### src/rtl/imem_fetch_ctrl.sv
// Fetch-stage controller for a 1-cycle synchronous-read instruction memory, with a shared debug read port.
// Build option: define FETCH_PERF_EN to add the consumed-instruction and stalled-cycle counters.
module imem_fetch_ctrl #(
    parameter int unsigned DEPTH    = 128,
    parameter int unsigned ADDR_W   = 7,
    parameter logic [31:0] RESET_PC = 32'h0000_0000
) (
    input  logic              clk,
    input  logic              rst_n,
    output logic [31:0]       mem_addr,
    input  logic [31:0]       mem_data,
    input  logic              stall,
    input  logic              redirect,
    input  logic [31:0]       redirect_pc,
    output logic [31:0]       instr,
    output logic [31:0]       pc_out,
    output logic              instr_valid,
    input  logic              dbg_req,
    input  logic [ADDR_W-1:0] dbg_addr,
    output logic              dbg_gnt,
    output logic [31:0]       dbg_data,
    output logic              dbg_valid,
    output logic [31:0]       perf_fetch_cnt,
    output logic [31:0]       perf_stall_cnt
);

    localparam logic [31:0] WRAP_MASK = 32'(DEPTH * 4 - 1);

    typedef enum logic [1:0] {
        RUN,
        HOLD,
        DBG
    } state_t;

    state_t      state;
    state_t      state_nxt;

    logic [31:0] pc;
    logic        tag_vld_p1;
    logic [31:0] tag_pc_p1;
    logic        out_vld_p2;
    logic [31:0] out_instr_p2;
    logic [31:0] out_pc_p2;
    logic        skid_vld_p2;
    logic [31:0] skid_instr_p2;
    logic [31:0] skid_pc_p2;
    logic [31:0] dbg_hold;

    logic [31:0] redir_pc;
    logic        issue;
    logic        ret_vld;
    logic        consume;
    logic        skid_fill;
    logic        skid_drain;

    // Only the memory address wraps; the architectural PC keeps all 32 bits.
    function automatic logic [31:0] word_index(input logic [31:0] byte_pc);
        return (byte_pc & WRAP_MASK) >> 2;
    endfunction

    assign redir_pc   = redirect_pc & ~32'd3;
    assign ret_vld    = tag_vld_p1 && (state != DBG);
    assign consume    = out_vld_p2 && !stall;
    assign skid_fill  = ret_vld && out_vld_p2 && stall;
    assign skid_drain = skid_vld_p2 && consume;

    // Issue stage: one memory read slot per cycle, redirect > debug > fetch.
    always_comb begin
        state_nxt = RUN;
        dbg_gnt   = 1'b0;
        issue     = 1'b0;
        mem_addr  = word_index(pc);
        if (redirect) begin
            mem_addr = word_index(redir_pc);
        end else if (dbg_req) begin
            dbg_gnt   = 1'b1;
            mem_addr  = {{(32 - ADDR_W){1'b0}}, dbg_addr};
            state_nxt = DBG;
        end else begin
            issue = (state != HOLD) && !skid_vld_p2 && !(stall && out_vld_p2);
            if ((skid_vld_p2 && !skid_drain) || skid_fill) begin
                state_nxt = HOLD;
            end
        end
        if (!rst_n) begin
            mem_addr = '0;
        end
    end

    always_ff @(posedge clk or negedge rst_n) begin
        if (!rst_n) begin
            state <= RUN;
        end else begin
            state <= state_nxt;
        end
    end

    // p1 in-flight tag -> p2 output register, with the skid catching returns under stall.
    always_ff @(posedge clk or negedge rst_n) begin
        if (!rst_n) begin
            pc            <= RESET_PC;
            tag_vld_p1    <= 1'b0;
            tag_pc_p1     <= '0;
            out_vld_p2    <= 1'b0;
            out_instr_p2  <= '0;
            out_pc_p2     <= '0;
            skid_vld_p2   <= 1'b0;
            skid_instr_p2 <= '0;
            skid_pc_p2    <= '0;
        end else if (redirect) begin
            pc          <= redir_pc + 32'd4;
            tag_vld_p1  <= 1'b1;
            tag_pc_p1   <= redir_pc;
            out_vld_p2  <= 1'b0;
            skid_vld_p2 <= 1'b0;
        end else begin
            tag_vld_p1 <= issue;
            if (issue) begin
                tag_pc_p1 <= pc;
                pc        <= pc + 32'd4;
            end
            if (skid_drain) begin
                out_instr_p2 <= skid_instr_p2;
                out_pc_p2    <= skid_pc_p2;
                skid_vld_p2  <= 1'b0;
            end else if (ret_vld && (consume || !out_vld_p2)) begin
                out_instr_p2 <= mem_data;
                out_pc_p2    <= tag_pc_p1;
                out_vld_p2   <= 1'b1;
            end else if (consume) begin
                out_vld_p2 <= 1'b0;
            end
            if (skid_fill) begin
                skid_instr_p2 <= mem_data;
                skid_pc_p2    <= tag_pc_p1;
                skid_vld_p2   <= 1'b1;
            end
        end
    end

    assign instr       = out_instr_p2;
    assign pc_out      = out_pc_p2;
    assign instr_valid = out_vld_p2;

    // Debug return is the memory output in the cycle after a grant; the last value is held after.
    assign dbg_valid = (state == DBG);
    assign dbg_data  = dbg_valid ? mem_data : dbg_hold;

    always_ff @(posedge clk or negedge rst_n) begin
        if (!rst_n) begin
            dbg_hold <= '0;
        end else if (dbg_valid) begin
            dbg_hold <= mem_data;
        end
    end

`ifdef FETCH_PERF_EN
    logic [31:0] fetch_cnt;
    logic [31:0] stall_cnt;

    always_ff @(posedge clk or negedge rst_n) begin
        if (!rst_n) begin
            fetch_cnt <= '0;
            stall_cnt <= '0;
        end else begin
            if (consume) begin
                fetch_cnt <= fetch_cnt + 32'd1;
            end
            if (out_vld_p2 && stall) begin
                stall_cnt <= stall_cnt + 32'd1;
            end
        end
    end

    assign perf_fetch_cnt = fetch_cnt;
    assign perf_stall_cnt = stall_cnt;
`else
    assign perf_fetch_cnt = '0;
    assign perf_stall_cnt = '0;
`endif

endmodule
### config.mk
export PLATFORM = sky130hd
export DESIGN_NAME = imem_fetch_ctrl
export DESIGN_NICKNAME = d
export VERILOG_FILES = /design/src/rtl/imem_fetch_ctrl.sv
export SDC_FILE = /design/constraint.sdc
export NUM_CORES = 1
export LEC_CHECK = 0
export ABC_CLOCK_PERIOD_IN_PS = 2500
export CELL_PAD_IN_SITES_DETAIL_PLACEMENT = 1
export CELL_PAD_IN_SITES_GLOBAL_PLACEMENT = 1
export CORE_MARGIN = 2
export CORE_UTILIZATION = 38
export CTS_BUF_LIST = sky130_fd_sc_hd__clkbuf_16
export DETAILED_ROUTE_END_ITERATION = 8
export GPL_ROUTABILITY_DRIVEN = 1
export MAX_ROUTING_LAYER = met4
export PLACE_DENSITY_LB_ADDON = 0.1
export RECOVER_POWER = 100
export SETUP_SLACK_MARGIN = 0.4
export SYNTH_ARGS = -nofsm -noshare
export SYNTH_HDL_FRONTEND = slang
export SYNTH_SLANG_ARGS = --single-unit
### constraint.sdc
create_clock -name clk -period 2.5 [get_ports clk]
set_input_delay 0.5 -clock clk [delete_from_list [all_inputs] [get_ports clk]]
set_output_delay 0.5 -clock clk [all_outputs]
set_load 0.01 [all_outputs]
==> run summary <==
Leaving out fill and tap cells, the most frequent cells in the layout are dfrtp_1 (220), nand2_1 (119), mux2i_1 (104), nor2_1 (100), conb_1 (91). Setup repair after global routing could not meet its margin everywhere. Port buffering added 177 buffers. The tree is rooted in a clkbuf_16.

The detail-routed via count per cell was 4.92. The checks that failed: max-capacitance violations, max-slew violations. Clock edge transition at the registers on the reported setup and hold paths: 0.06 ns. The logs give 1 for the H-tree depth and 271 for the number of placed I/O pins.

For the finished layout, the period the worst path requires is 2.27 ns. TritonCTS built the clock tree. For the wire length of the first global-routing pass, the log shows 47.8 mm. The number of DRC violations after detailed-routing iteration 0 was 356; the sum of net half-perimeters after detailed placement was 20.0 mm. The setup-violating endpoint count in the final report was 0. On the final layout, the worst clock skew is 0.00788 ns. The number of synthesis warnings was 0; the number of placement rows was 62. For the pin with the worst max-slew slack, the measured transition is 1.87 ns. Synthesis instantiated 49 different standard cells from the library. The tools report the worst hold path startpoint as redirect.

The core region area is 0.0287 mm2, and the critical-path maximum fanout is 7. Data on the critical path is required at its endpoint by 2.00 ns. The period utilization is 90.8%.

The run gives 0.53 ns as the clock latency on the worst-skew pair. The first detailed-routing pass ran for 4 iterations. Along the worst hold path, the cell count comes to 2. Setup slack on the worst reg-to-reg path comes out at 0.25 ns. The tools report the number of nets in the final layout as 1446. The final layout contains routed wiring with a total length of 32.4 mm. For the worst max-slew margin expressed relative to the limit, the log shows -24.8%. The number of antenna violations at the first check in global routing is 0, and the cell count of the worst reg-to-reg path is 9. From synthesis to final layout, the design area changed by 35.1%.

The number of flops mapped to enable cells by yosys is 0. For this run, the top clock speed supported by timing is 440 MHz. The tightest hold path in the finished design has a slack of 0.329 ns. The wire length per cell was 18.3 um; the total congestion overflow was 0.

The tools report the destination of the worst register-to-register timing path as skid_pc_p2[11]$_DFFE_PN0P_. The tools report the die area as 0.0305 mm2. The run finished, with violations left. Count of unresolved DRC violations after routing: 0. The width of the chip was 175 um. The number of antenna diodes in the final layout is 0. The critical path is of the flip-flop to primary output type.

The analysis attributes to cell leakage a power of 7.08 nW. Of all flip-flops after synthesis, the portion carrying an async set or reset was 100%. The type of the tightest min-delay check is primary input to flip-flop.

For this block, the via count after detailed routing is 8709. The completed layout was analyzed and its total power is 10.9 mW. The tools report the category of the worst setup path launch point as a flip-flop. The filler cells instantiated in the layout total 3202. The end point of the worst hold path was state[1]$_DFF_PN0_. Synthesis produced 1088 cells. In this run the mean area of a mapped cell was 10.2 um2. For the worst setup path, the data arrival time is 1.77 ns. Fraction of layout instances using a drive strength above 1: 21.6%.

Worst flop-to-flop path startpoint: state[1]$_DFF_PN0_. The tools report the maximum number of pins on one net before global-route repair as 125. The finished layout holds 1771 standard cells, fillers aside.

The worst setup path is captured at a primary output. Maximum resistive drop on vdd: 0.504 mV. In this run the vertical extent of the chip is 175 um. Sequential cells were found to cover 49.9% of the synthesized design area. The final number of hold-violating endpoints is 0. The most common cell after layout, fill and taps aside was dfrtp_1. The number of clock sinks seen by CTS is 221. The tool flagged a number of max-cap violations equal to 2.

The detail route stage leaves a number of antenna-violating nets equal to 0. In this run, synthesis produced a sequential element count of 221. The run gives 8557 as the number of global-route vias before repair. The run gives 200 as the max-slew violation count. The cell area after technology mapping came out at 0.0111 mm2.

The tools report the deepest clock path buffer count as 3. The all-layer global routing usage is 19.9%. The cell count after placement was 1668.

The predominant post-synthesis flop cell is dfrtp_1. Routability-driven placement finished with a final weighted congestion of 0.812. The initial utilization of the core area, before any placement, comes to 38.6%.

The power per cell area is 730 mW/mm2. Buffers inserted during clock tree synthesis total 26.
==> Yosys cell counts (4+ instances only) <==
master,n,share of area [%]
mux2_2,62,6.3
clkbuf_1,25,0.85
inv_1,7,0.24
a31oi_1,7,0.40
and2_1,5,0.28
buf_4,93,6.3
o21ai_0,39,1.8
nor3_1,9,0.41
nand2b_1,4,0.23
a21oi_1,84,3.8
and3_1,5,0.28
buf_2,17,0.77
nand4_1,11,0.62
xnor2_1,44,3.5
buf_1,12,0.41
mux2i_1,104,9.4
nand3_1,20,0.90
nand4b_1,7,0.55
nor2_1,104,3.5
xor2_1,10,0.79
nand2_1,154,5.2
dfrtp_1,221,50
nand3b_1,5,0.34
==> state kept, by name, indices dropped and copies added (netlist names) <==
register / cells
tag_vld_p1: 1
pc_out: 30
skid_vld_p2: 1
skid_instr_p2: 32
dbg_hold: 32
instr: 32
instr_valid: 1
skid_pc_p2: 30
tag_pc_p1: 30
state: 2
pc: 30
==> layout make-up <==
| cell class | instances | area (um2) | area share (%) |
|---|---|---|---|
| well taps | 384 | 480 | 3.21 |
| multi-input cells | 802 | 5190 | 34.7 |
| inverters | 8 | 36.3 | 0.242 |
| clock inverters | 20 | 145 | 0.970 |
| repair buffers | 309 | 2920 | 19.5 |
| repair inverters | 1 | 7.51 | 0.0502 |
| clock buffers | 26 | 651 | 4.35 |
| flip-flops and latches | 221 | 5530 | 37.0 |
==> worst max-delay path, cell delays in order, from the launching register on <==
cell and delay [ns]:
dfrtp_1 0.38, nand2b_4 0.17, inv_4 0.07, buf_12 0.13, buf_12 0.14, nand2_2 0.06, nand2_1 0.10, clkbuf_1 0.18
==> timing repair <==
| action | CTS | global route |
|---|---|---|
| hold endpoints to repair | 5 | 0 |
| setup buffers | 19 | 26 |
| setup endpoints to repair | 45 | 112 |
| resized for setup | 139 | 192 |
| pin swaps | 7 | 42 |
| hold buffers | 2 | 0 |
| cloned | 2 | 8 |
==> worst max path at each step <==
stage,endpoint,start,cells past startpoint
detailed placement,pc[22]$_DFFE_PN0P_,redirect_pc[2],11
global route,pc[10]$_DFFE_PN0P_,pc[2]$_DFFE_PN0P_,11
finish,dbg_data[18],state[0]$_DFF_PN0_,7
global placement,pc[22]$_DFFE_PN0P_,redirect_pc[2],11
CTS,dbg_data[18],state[0]$_DFF_PN0_,7
floorplan,pc[30]$_DFFE_PN0P_,redirect,12
==> per-stage QoR <==
step / setup TNS (ns) / util, % / setup WS, ns / instance area [um2]
5_1_grt: 0 / 52.2 / 0.124 / 15000
6_report: 0 / 52.2 / 0.229 / 15000
2_1_floorplan: 0 / - / 0.0151 / 11500
3_3_place_gp: -1.03 / 47.2 / -0.220 / 13600
3_5_place_dp: -1.66 / 47.2 / -0.254 / 13600
4_1_cts: 0 / 51.0 / 0.163 / 14600
==> report_power, final <==
group / internal (mW) / switching (mW)
logic: 1.31 / 1.26
clock network: 2.08 / 1.51
registers: 4.33 / 0.437
total: 7.72 / 3.20
==> cell families after synthesis <==
group,Yosys count,share of synthesized area (%)
compound gates,146,7.32
xor+xnor,54,4.27
fa+ha+maj,1,0.113
buf+inv,155,8.59
flops,221,49.9
mux,166,15.7
other cells,1,0.0338
simple gates,344,14.1
==> layer usage <==
layer | global-route usage, % | up-vias | share of wire, %
met4 | 2.92 | 0 | 1.4
met3 | 2.89 | 33 | 3.9
li1 | - | 4110 | -
met1 | 27.3 | 4392 | 45
met2 | 32.2 | 174 | 50
met5 | - | - | 0
No activity file was read; power rests on OpenSTA's default activity.
